[src/rtl/cache_pkg.sv]
// Shared constants and FSM state type for the direct-mapped read cache.
package cache_pkg;
    localparam int LINES      = 4;
    localparam int LINE_BYTES = 8;
    localparam int OFF_W      = 3;
    localparam int IDX_W      = 2;

    typedef enum logic [1:0] {IDLE, LOOKUP, FILL} state_t;
endpackage

[src/rtl/cache_ctrl_if.sv]
// CPU read port and byte-serial backing-memory port of the cache controller.
interface cache_ctrl_if #(parameter int ADDR_W = 8);
    logic              cpu_req;
    logic [ADDR_W-1:0] cpu_addr;
    logic              cpu_ack;
    logic [7:0]        cpu_rdata;
    logic              inv;
    logic              mem_req;
    logic [ADDR_W-1:0] mem_addr;
    logic              mem_ack;
    logic [7:0]        mem_rdata;

    modport master (output cpu_req, cpu_addr, inv, mem_ack, mem_rdata,
                    input  cpu_ack, cpu_rdata, mem_req, mem_addr);
    modport slave  (input  cpu_req, cpu_addr, inv, mem_ack, mem_rdata,
                    output cpu_ack, cpu_rdata, mem_req, mem_addr);
endinterface

[src/rtl/cache_tag_store.sv]
// Valid bits and tags for each cache line, with a combinational hit compare.
module cache_tag_store
    import cache_pkg::*;
#(
    parameter int TAG_W = 3
) (
    input  logic             clk,
    input  logic             rst_n,
    input  logic             clr_all,
    input  logic             set_line,
    input  logic             clr_line,
    input  logic [IDX_W-1:0] idx,
    input  logic [TAG_W-1:0] tag,
    output logic             hit
);
    logic [LINES-1:0]            valid;
    logic [LINES-1:0][TAG_W-1:0] tags;

    always_ff @(posedge clk or negedge rst_n) begin
        if (!rst_n) begin
            valid <= '0;
            tags  <= '0;
        end else if (clr_all) begin
            valid <= '0;
        end else if (set_line) begin
            valid[idx] <= 1'b1;
            tags[idx]  <= tag;
        end else if (clr_line) begin
            valid[idx] <= 1'b0;
        end
    end

    assign hit = valid[idx] && (tags[idx] == tag);
endmodule

[src/rtl/cache_ctrl.sv]
// Read-only direct-mapped cache controller: FSM, line refill sequencing,
// cache RAM port muxing and saturating hit/miss statistics.
module cache_ctrl
    import cache_pkg::*;
#(
    parameter int ADDR_W = 8
) (
    input  logic             clk,
    input  logic             rst_n,
    cache_ctrl_if.slave      bus,
    output logic [IDX_W-1:0] rdline,
    output logic [OFF_W-1:0] rdoffset,
    output logic [IDX_W-1:0] wrline,
    output logic [OFF_W-1:0] wroffset,
    output logic             wren,
    output logic [7:0]       wdata,
    input  logic [7:0]       cache_q,
    output logic [15:0]      hit_cnt,
    output logic [15:0]      miss_cnt
);
    localparam int TAG_W = ADDR_W - OFF_W - IDX_W;

    state_t            state, state_nxt;
    logic [ADDR_W-1:0] addr_q;
    logic [OFF_W-1:0]  beat;
    logic              refill_q, inv_pend, hit;
    logic [TAG_W-1:0]  tag_q;
    logic [IDX_W-1:0]  idx_q;
    logic              clr_all, set_line, clr_line, take_req, beat_ack, last_beat;
    logic [15:0]       hit_nxt, miss_nxt;

    assign tag_q     = addr_q[ADDR_W-1:OFF_W+IDX_W];
    assign idx_q     = addr_q[OFF_W +: IDX_W];
    assign beat_ack  = (state == FILL) && bus.mem_ack;
    assign last_beat = beat_ack && (beat == OFF_W'(LINE_BYTES-1));

    cache_tag_store #(.TAG_W(TAG_W)) u_tags (
        .clk      (clk),
        .rst_n    (rst_n),
        .clr_all  (clr_all),
        .set_line (set_line),
        .clr_line (clr_line),
        .idx      (idx_q),
        .tag      (tag_q),
        .hit      (hit)
    );

    always_comb begin
        state_nxt = state;
        clr_all   = 1'b0;
        set_line  = 1'b0;
        clr_line  = 1'b0;
        take_req  = 1'b0;
        hit_nxt   = hit_cnt;
        miss_nxt  = miss_cnt;
        case (state)
            IDLE: begin
                if (bus.inv || inv_pend) begin
                    clr_all = 1'b1;
                end else if (bus.cpu_req) begin
                    take_req  = 1'b1;
                    state_nxt = LOOKUP;
                end
            end
            LOOKUP: begin
                if (hit) begin
                    state_nxt = IDLE;
                    // The re-lookup after a refill already counted as a miss.
                    if (!refill_q && hit_cnt != 16'hFFFF) hit_nxt = hit_cnt + 16'd1;
                end else begin
                    clr_line  = 1'b1;
                    state_nxt = FILL;
                    if (miss_cnt != 16'hFFFF) miss_nxt = miss_cnt + 16'd1;
                end
            end
            FILL: begin
                if (last_beat) begin
                    set_line  = 1'b1;
                    state_nxt = LOOKUP;
                end
            end
            default: state_nxt = IDLE;
        endcase
    end

    always_ff @(posedge clk or negedge rst_n) begin
        if (!rst_n) begin
            state         <= IDLE;
            addr_q        <= '0;
            beat          <= '0;
            refill_q      <= 1'b0;
            inv_pend      <= 1'b0;
            bus.cpu_ack   <= 1'b0;
            bus.cpu_rdata <= '0;
            hit_cnt       <= '0;
            miss_cnt      <= '0;
        end else begin
            state       <= state_nxt;
            hit_cnt     <= hit_nxt;
            miss_cnt    <= miss_nxt;
            bus.cpu_ack <= (state == LOOKUP) && hit;
            if (take_req) addr_q <= bus.cpu_addr;
            if (state == LOOKUP && hit) begin
                bus.cpu_rdata <= cache_q;
                refill_q      <= 1'b0;
            end
            if (set_line) refill_q <= 1'b1;
            if (state == LOOKUP && !hit) beat <= '0;
            else if (beat_ack)           beat <= beat + 1'b1;
            if (state == IDLE)  inv_pend <= 1'b0;
            else if (bus.inv)   inv_pend <= 1'b1;
        end
    end

    // Outside FILL the memory port is parked at zero; reset drops it at once.
    assign bus.mem_req  = (state == FILL);
    assign bus.mem_addr = (state == FILL) ? {addr_q[ADDR_W-1:OFF_W], beat} : '0;

    assign rdline   = idx_q;
    assign rdoffset = addr_q[OFF_W-1:0];
    assign wren     = beat_ack;
    assign wrline   = idx_q;
    assign wroffset = beat;
    assign wdata    = bus.mem_rdata;
endmodule

[src/flat_wrapper.sv]
// flat-port wrapper written by rule: the top's interface ports become plain ports
module cache_ctrl_flat import cache_pkg::*;
#(
    parameter int ADDR_W = 8
)
  (clk, rst_n, rdline, rdoffset, wrline, wroffset, wren, wdata, cache_q, hit_cnt, miss_cnt, bus_cpu_req, bus_cpu_addr, bus_inv, bus_mem_ack, bus_mem_rdata, bus_cpu_ack, bus_cpu_rdata, bus_mem_req, bus_mem_addr);
  cache_ctrl_if #(.ADDR_W(ADDR_W)) bus_i ();
  input  logic clk;
  input  logic rst_n;
  output logic [IDX_W-1:0] rdline;
  output logic [OFF_W-1:0] rdoffset;
  output logic [IDX_W-1:0] wrline;
  output logic [OFF_W-1:0] wroffset;
  output logic wren;
  output logic [7:0] wdata;
  input  logic [7:0] cache_q;
  output logic [15:0] hit_cnt;
  output logic [15:0] miss_cnt;
  input wire logic [$bits(bus_i.cpu_req)-1:0] bus_cpu_req;
  input wire logic [$bits(bus_i.cpu_addr)-1:0] bus_cpu_addr;
  input wire logic [$bits(bus_i.inv)-1:0] bus_inv;
  input wire logic [$bits(bus_i.mem_ack)-1:0] bus_mem_ack;
  input wire logic [$bits(bus_i.mem_rdata)-1:0] bus_mem_rdata;
  output wire logic [$bits(bus_i.cpu_ack)-1:0] bus_cpu_ack;
  output wire logic [$bits(bus_i.cpu_rdata)-1:0] bus_cpu_rdata;
  output wire logic [$bits(bus_i.mem_req)-1:0] bus_mem_req;
  output wire logic [$bits(bus_i.mem_addr)-1:0] bus_mem_addr;
  assign bus_i.cpu_req = bus_cpu_req;
  assign bus_i.cpu_addr = bus_cpu_addr;
  assign bus_i.inv = bus_inv;
  assign bus_i.mem_ack = bus_mem_ack;
  assign bus_i.mem_rdata = bus_mem_rdata;
  assign bus_cpu_ack = bus_i.cpu_ack;
  assign bus_cpu_rdata = bus_i.cpu_rdata;
  assign bus_mem_req = bus_i.mem_req;
  assign bus_mem_addr = bus_i.mem_addr;
  cache_ctrl #(.ADDR_W(ADDR_W)) u_core (.clk(clk), .rst_n(rst_n), .bus(bus_i), .rdline(rdline), .rdoffset(rdoffset), .wrline(wrline), .wroffset(wroffset), .wren(wren), .wdata(wdata), .cache_q(cache_q), .hit_cnt(hit_cnt), .miss_cnt(miss_cnt));
endmodule
[config.mk]
export PLATFORM = sky130hd
export DESIGN_NAME = cache_ctrl_flat
export DESIGN_NICKNAME = d
export VERILOG_FILES = /design/src/rtl/cache_pkg.sv /design/src/rtl/cache_ctrl_if.sv /design/src/rtl/cache_tag_store.sv /design/src/rtl/cache_ctrl.sv /design/src/flat_wrapper.sv
export SDC_FILE = /design/constraint.sdc
export NUM_CORES = 1
export LEC_CHECK = 0
export BUFFER_PORTS_ARGS = -buffer_cell sky130_fd_sc_hd__buf_2
export CORE_ASPECT_RATIO = 0.75
export CORE_MARGIN = 2
export CORE_UTILIZATION = 45
export CTS_CLUSTER_SIZE = 16
export DETAILED_ROUTE_END_ITERATION = 12
export GPL_TIMING_DRIVEN = 1
export PLACE_DENSITY = 0.71
export SLEW_MARGIN = 30
export SYNTH_ARGS = -nofsm -noshare
export SYNTH_HDL_FRONTEND = slang
export SYNTH_SLANG_ARGS = --single-unit
[constraint.sdc]
create_clock -name clk -period 3.3 [get_ports clk]
set_input_delay 0.33 -clock clk [delete_from_list [all_inputs] [get_ports clk]]
set_output_delay 0.33 -clock clk [all_outputs]
set_load 0.02 [all_outputs]
# Word level (Yosys, flattened, before mapping)

Cells that the tools add are included.

Register bits: 72
Input bits: 29
Memories: 0
Memory bits (writable): 0
Output and inout bits: 69
Bits in read-only memories: 0
Bits in latches: 0

$lt $le $gt $ge: 2
Shifts and indexed selects: 0
Reduce and logical (&&, ||, !) cells: 19
Add/subtract/negate cells: 3
Divide/modulo/power cells: 0
Bitwise logic cells: 5
Equal/unequal tests: 9
Multiply operators: 0
Muxes and demuxes: 33

Operators by type and width:

| kind                                                                         | number |
|---|---|
| 16-bit by 1-bit adder with 16-bit output, second input constant              | 2 |
| 16-bit != test, second input constant                                        | 2 |
| 1-bit two-way mux                                                            | 15 |
| 12-bit bitwise mux                                                           | 1 |
| 3-bit two-way mux                                                            | 4 |
| 4-bit two-way mux                                                            | 3 |
| 3-bit AND reduction                                                          | 3 |
| 2-bit two-way mux                                                            | 4 |
| 8-bit two-way mux                                                            | 1 |
| 1-bit logical AND                                                            | 7 |
| 3-bit binary-select mux with 2-bit select                                    | 1 |
| 3-bit demux with 2-bit select                                                | 1 |
| 2-bit case mux with 3 select lines                                           | 1 |
| 2-bit nonzero test                                                           | 3 |
| 4-bit bitwise AND                                                            | 1 |
| 2-bit != test, second input constant                                         | 2 |
| 4-bit NOT                                                                    | 1 |
| 4-bit OR                                                                     | 1 |
| 3-bit by 1-bit adder with 3-bit output, second input constant                | 1 |
| 3-bit == test                                                                | 1 |
| 3-bit == test, second input constant                                         | 1 |
| 2-bit by 3-bit less-than comparator with 1-bit output, second input constant | 1 |
| 3-bit nonzero test                                                           | 1 |
| 1-bit binary-select mux with 2-bit select                                    | 1 |
| 10 further kinds                                                             | 12 |

# Logic depth before layout (Yosys ltp)

Depth after elaboration: 9
Depth in mapped cells: 7
Mapped depth without buffers: 6

# Hierarchy

Synthesis repeated with hierarchy kept, for this count alone.

Cell total of the unflattened synthesis: 324
Area total of the unflattened synthesis: 3,533.4 µm²

Modules (own cells, without submodules):

| module          | instances | area each (µm²) | sequential area each (µm²) | cells an instance |
|---|---|---|---|---|
| cache_ctrl      | 1         | 2,701.3         | 1,401.3                    | 258 |
| cache_tag_store | 1         | 832.0           | 400.4                      | 66 |

# Least setup slack after synthesis

Ideal clock, no wire load.

Kind: register to register
From: register u_core.addr_q[3]
To: register u_core.miss_cnt[15]
Setup time: 0.130 ns
Buffers on the path: 2
Cell stages (with the launch flop): 8
Slack: 1.194 ns
Period minus slack after synthesis: 2.106 ns
Data arrival time: 1.976 ns
Path through: dfrtp_1 > buf_6 > mux4_2 > xnor2_4 > a41oi_1 > buf_2 > nand4_1 > xnor2_1

Cells in the longest elaborated chain, start to end: 6
Elaborated cells between the ends (all ways): 8
Classes of those cells: eq/ne (1); mux (4); bitwise (1); reduce/logical (2)

RTL lines:

| element                                   | RTL line              | RTL |
|---|---|---|
| start: declaration                        | cache_ctrl.sv:24      | `logic [ADDR_W-1:0] addr_q;` |
| start signal: assignment                  | cache_ctrl.sv:102     | `if (take_req) addr_q <= bus.cpu_addr;` |
| 3-bit binary-select mux with 2-bit select | cache_tag_store.sv:33 | `assign hit = valid[idx] && (tags[idx] == tag);` |
| 3-bit two-way mux (implied by the code)   | cache_tag_store.sv:33 |  |
| 3-bit == test                             | cache_tag_store.sv:33 |  |
| 1-bit logical AND (*)                     | cache_tag_store.sv:33 |  |
| 1-bit NOT (no source line) (*)            | n/a                   |  |
| 3-bit AND reduction (no source line) (*)  | n/a                   |  |
| end signal: assignment                    | cache_ctrl.sv:100     | `miss_cnt <= miss_nxt;` |
| end: declaration                          | cache_ctrl.sv:19      | `output logic [15:0] miss_cnt` |

Every way passes the cells marked *; elsewhere a longest branch is shown, timed or not. The select of a mux whose other input is x is not followed.
A chain may end at the register's enable or synchronous reset.

# Final worst setup path

From: register u_core.addr_q[3]
To: register u_core.hit_cnt[1]

Cells in the longest elaborated chain, start to end: 5
Elaborated cells between the ends (all ways): 7
Classes of those cells: eq/ne (1); mux (4); reduce/logical (2)

RTL lines:

| element                                   | RTL line              | RTL |
|---|---|---|
| 3-bit binary-select mux with 2-bit select | cache_tag_store.sv:33 |  |
| 3-bit two-way mux (implied by the code)   | cache_tag_store.sv:33 |  |
| 3-bit == test                             | cache_tag_store.sv:33 |  |
| 1-bit logical AND (*)                     | cache_tag_store.sv:33 |  |
| 3-bit AND reduction (no source line) (*)  | n/a                   |  |
| end signal: assignment                    | cache_ctrl.sv:99      | `hit_cnt <= hit_nxt;` |
| end: declaration                          | cache_ctrl.sv:18      | `output logic [15:0] hit_cnt,` |

Marks and branches as above.

==> impl_results.md <==
* Internal power of the cells at 1.70 mW
* Antenna violations before repair at 0
* Port Buffers at 81
* Largest net degree at the start of global routing at 36
* Minimum clock period at 2.70 ns
* Global-route congestion overflow total at 0
* Post-synthesis adder-cell area fraction at 1.44%
* Summed area of non-filler cells in the final layout at 4080 um^2
* Largest family of logic cells by synthesized area: simple AND/OR/NAND/NOR gates
* Final worst-path cycle share at 81.9%
* Number of buffers created by CTS at 9
* Switching part of the total power at 34.8%
* LEAKAGE at 2.10 nW
* Worst-case clock buffer depth at 2
* Via count of the first global-routing pass at 2442
* Area growth, synth to finish at 17.6%
* Sum of internal, switching and leakage power at 2.60 mW
* Total iterations of the first detailed-routing run at 4
* Syn Std Cell Area at 3470 um^2
* Post-DP HPWL at 5160 um
* Number of cells upsized or downsized after cts at 0
* Fraction of layout instances using a drive strength above 1 at 38.5%
* First-pass GRT wire length at 11900 um
* Number of design rule violations left after detail routing at 0
* Die width at 105 um
* Floorplan die height at 80.1 um
* Worst clock skew on the final layout at 0.0107 ns
* Mean Syn Cell Area at 11.9 um^2
* Clock root buffer: sky130_fd_sc_hd__clkbuf_8
* Area of the die at 8440 um^2
* Post-synth EDFFs at 0
* CTS H-tree depth at 3
* Fraction of the mapped netlist area in simple logic gates at 16.9%
* Clk pwr share at 27.3%
* Data arrival time of the critical path at 2.94 ns
* Tot GR Track Use at 18.1%
* Number of hold violations in the final report at 0
* Flip-flop and latch count after synthesis at 72
* Pwr dens at 637 nW/um^2
* Main flop type after synthesis: sky130_fd_sc_hd__dfrtp_1
* Post-layout utilization of the core at 55.2%
* Startpoint kind of the worst setup timing path: flop
* Count of pins over their slew limit at 0
* Least-Margin Pin Slew at 0.786 ns
* Synth Area in XOR/XNOR at 9.04%
* Hold-fix buffer count after cts at 0
* Part of the total power dissipated in sequential elements at 45.1%
* Kind of capture point of the worst setup path: flop
* Antenna violation net count after detailed routing at 0
* Share of async-settable or async-resettable flops after synthesis at 100%
* Standard-cell rows at 27
* Compound-gate portion of the synthesized area at 2.41%
* Share of cell area taken by muxes after synthesis at 13.1%
* Clock Latency Late Sink at 0.35 ns
* Core area at 7400 um^2
* Nets in the synthesized netlist at 324
* Sequential cell area fraction in the yosys report at 51.9%
* Critical-path maximum fanout at 25
* Post-detailed-route wirelength per cell at 15.0 um
* Final routed wirelength across all metal layers at 7050 um
* # nets final at 397
* Total negative setup slack at 0 ns
* DR vias/cell at 5.24
* Sw power at 905 uW
* Clock tree from TritonCTS: done
* Part of the total power dissipated in combinational logic at 27.5%
* # diodes at 0
* Via count of the routed design at 2462
* Clk slew on worst S/H paths at 0.08 ns
* Postcts setup bufs at 0
* Final setup violation count at 0
* Gate count after technology mapping at 291
* Unrepaired setup endpoints after global routing: no
* Crit Path Category: flop to flop
* Most common library cell in the layout ignoring fill and taps: sky130_fd_sc_hd__buf_2
* Max Clk Rate at 0.370 GHz
* Area post-placement at 3880 um^2
* Max Cap Viol at 0
* VDD IR max at 0.000296 V
* Outcome: completed
* Starting density of the core at 46.9%
* Headroom to the max-slew limit at 47.6%
* DRT iter0 DRCs at 112
* Sink Count at 72
* Hold crit path type: primary input to asynchronous set/reset pin
* Filler instances at 659
* Commonest cells after routing, fill and taps aside: sky130_fd_sc_hd__buf_2, sky130_fd_sc_hd__dfrtp_1, sky130_fd_sc_hd__mux2_2, sky130_fd_sc_hd__nand2_1, sky130_fd_sc_hd__xor2_1
* Unique masters post-synth at 37
* RePlAce Congestion at 0.821
* CP Data Required Time at 3.54 ns
* Total of warnings raised by yosys at 0
* I/O pin total at 98
[metrics by stage]
step / hold WS [ns] / cells / setup slack (ns)
6_report: 0.0541 / 470 / 0.596
5_1_grt: 0.0962 / 470 / 0.376
4_1_cts: 0.0753 / 470 / 0.570
3_5_place_dp: 0.454 / 454 / 0.576
3_3_place_gp: 0.452 / 454 / 0.659
2_1_floorplan: 0.0344 / 291 / 1.19
[layout make-up]
| cell class | count | area (um^2) | share of cell area [%] |
|---|---|---|---|
| Tap cell | 101 | 126 | 3.09 |
| Inverter | 5 | 18.8 | 0.460 |
| Timing Repair Buffer | 86 | 443 | 10.8 |
| Clock inverter | 5 | 55.1 | 1.35 |
| Multi-Input combinational cell | 190 | 1490 | 36.4 |
| Sequential cell | 72 | 1800 | 44.1 |
| Clock buffer | 11 | 151 | 3.71 |
[flip-flops by register name, indices dropped and copies added (netlist names), 2 cells and up]
register	cells
u_core.u_tags.valid	4
u_core.miss_cnt	16
u_core.hit_cnt	16
u_core.u_tags.tags	12
u_core.state	2
u_core.addr_q	8
u_core.bus.cpu_rdata	8
u_core.wroffset	3
[worst paths after layout]
path | from | endpoint | slack [ns] | depth (start not counted)
max in group asynchronous | rst_n | u_core.addr_q[4]$_DFFE_PN0P_ | 2.47 | 2
max reg2reg | u_core.addr_q[3]$_DFFE_PN0P_ | u_core.hit_cnt[1]$_DFFE_PN0P_ | 0.60 | 5
min | rst_n | u_core.hit_cnt[14]$_DFFE_PN0P_ | 0.05 | 1
min in group clk | cache_q[1] | u_core.bus.cpu_rdata[1]$_DFFE_PN0P_ | 0.21 | 2
min reg2reg | u_core.miss_cnt[10]$_DFFE_PN0P_ | u_core.miss_cnt[10]$_DFFE_PN0P_ | 0.50 | 1
max | u_core.addr_q[3]$_DFFE_PN0P_ | u_core.hit_cnt[1]$_DFFE_PN0P_ | 0.60 | 5
[power groups by stage]
stage,clock network [mW],logic (mW),registers [mW]
floorplan,0,0.559,1.18
global placement,0,0.710,1.18
detailed placement,0,0.723,1.19
CTS,0.733,0.727,1.17
global route,0.773,0.772,1.20
finish,0.710,0.716,1.17
[critical path, cell delays in order (launching register included)]
cell and delay [ns]:
sky130_fd_sc_hd__dfrtp_1 0.63, sky130_fd_sc_hd__mux4_1 0.67, sky130_fd_sc_hd__xnor2_2 0.25, sky130_fd_sc_hd__nand4_4 0.40
sky130_fd_sc_hd__nor2_1 0.30, sky130_fd_sc_hd__mux2_2 0.35
[Yosys cell counts, types with 8 or more instances]
master                     n  area [um^2]
sky130_fd_sc_hd__dfrtp_1  72         1800
sky130_fd_sc_hd__mux2_2   32          360
sky130_fd_sc_hd__nand2_1  20         75.1
sky130_fd_sc_hd__xor2_1   17          149
sky130_fd_sc_hd__buf_4    15          113
sky130_fd_sc_hd__nand3_1  15         75.1
sky130_fd_sc_hd__nor3_1   15         75.1
sky130_fd_sc_hd__nand4_1  12         75.1
sky130_fd_sc_hd__xnor2_1  12          105
sky130_fd_sc_hd__and2_1    9         56.3
sky130_fd_sc_hd__nor2_1    9         33.8
sky130_fd_sc_hd__and3_1    8         50.1
[metal layers]
layer  global-route usage, %  up-vias  routed length (um)
met5                       0        -                   0
met4                    5.87        0                  87
met3                    6.33       13                 474
met2                    27.7       70                3290
met1                    24.1     1212                3200
li1                        -     1167                   -
[cell families (layout without fill, tap and decap cells)]
kind of cell             count (synthesis)  count (layout)
flip-flops                              72              72
multiplexers                            36              36
AND/OR/NAND/NOR                        105             105
buffers and inverters                   29             107
adder cells (fa/ha/maj)                  4               4
XOR/XNOR                                32              32
AO/OA/AOI/OAI                           13              13
No activity file was read; power rests on OpenSTA's default activity.
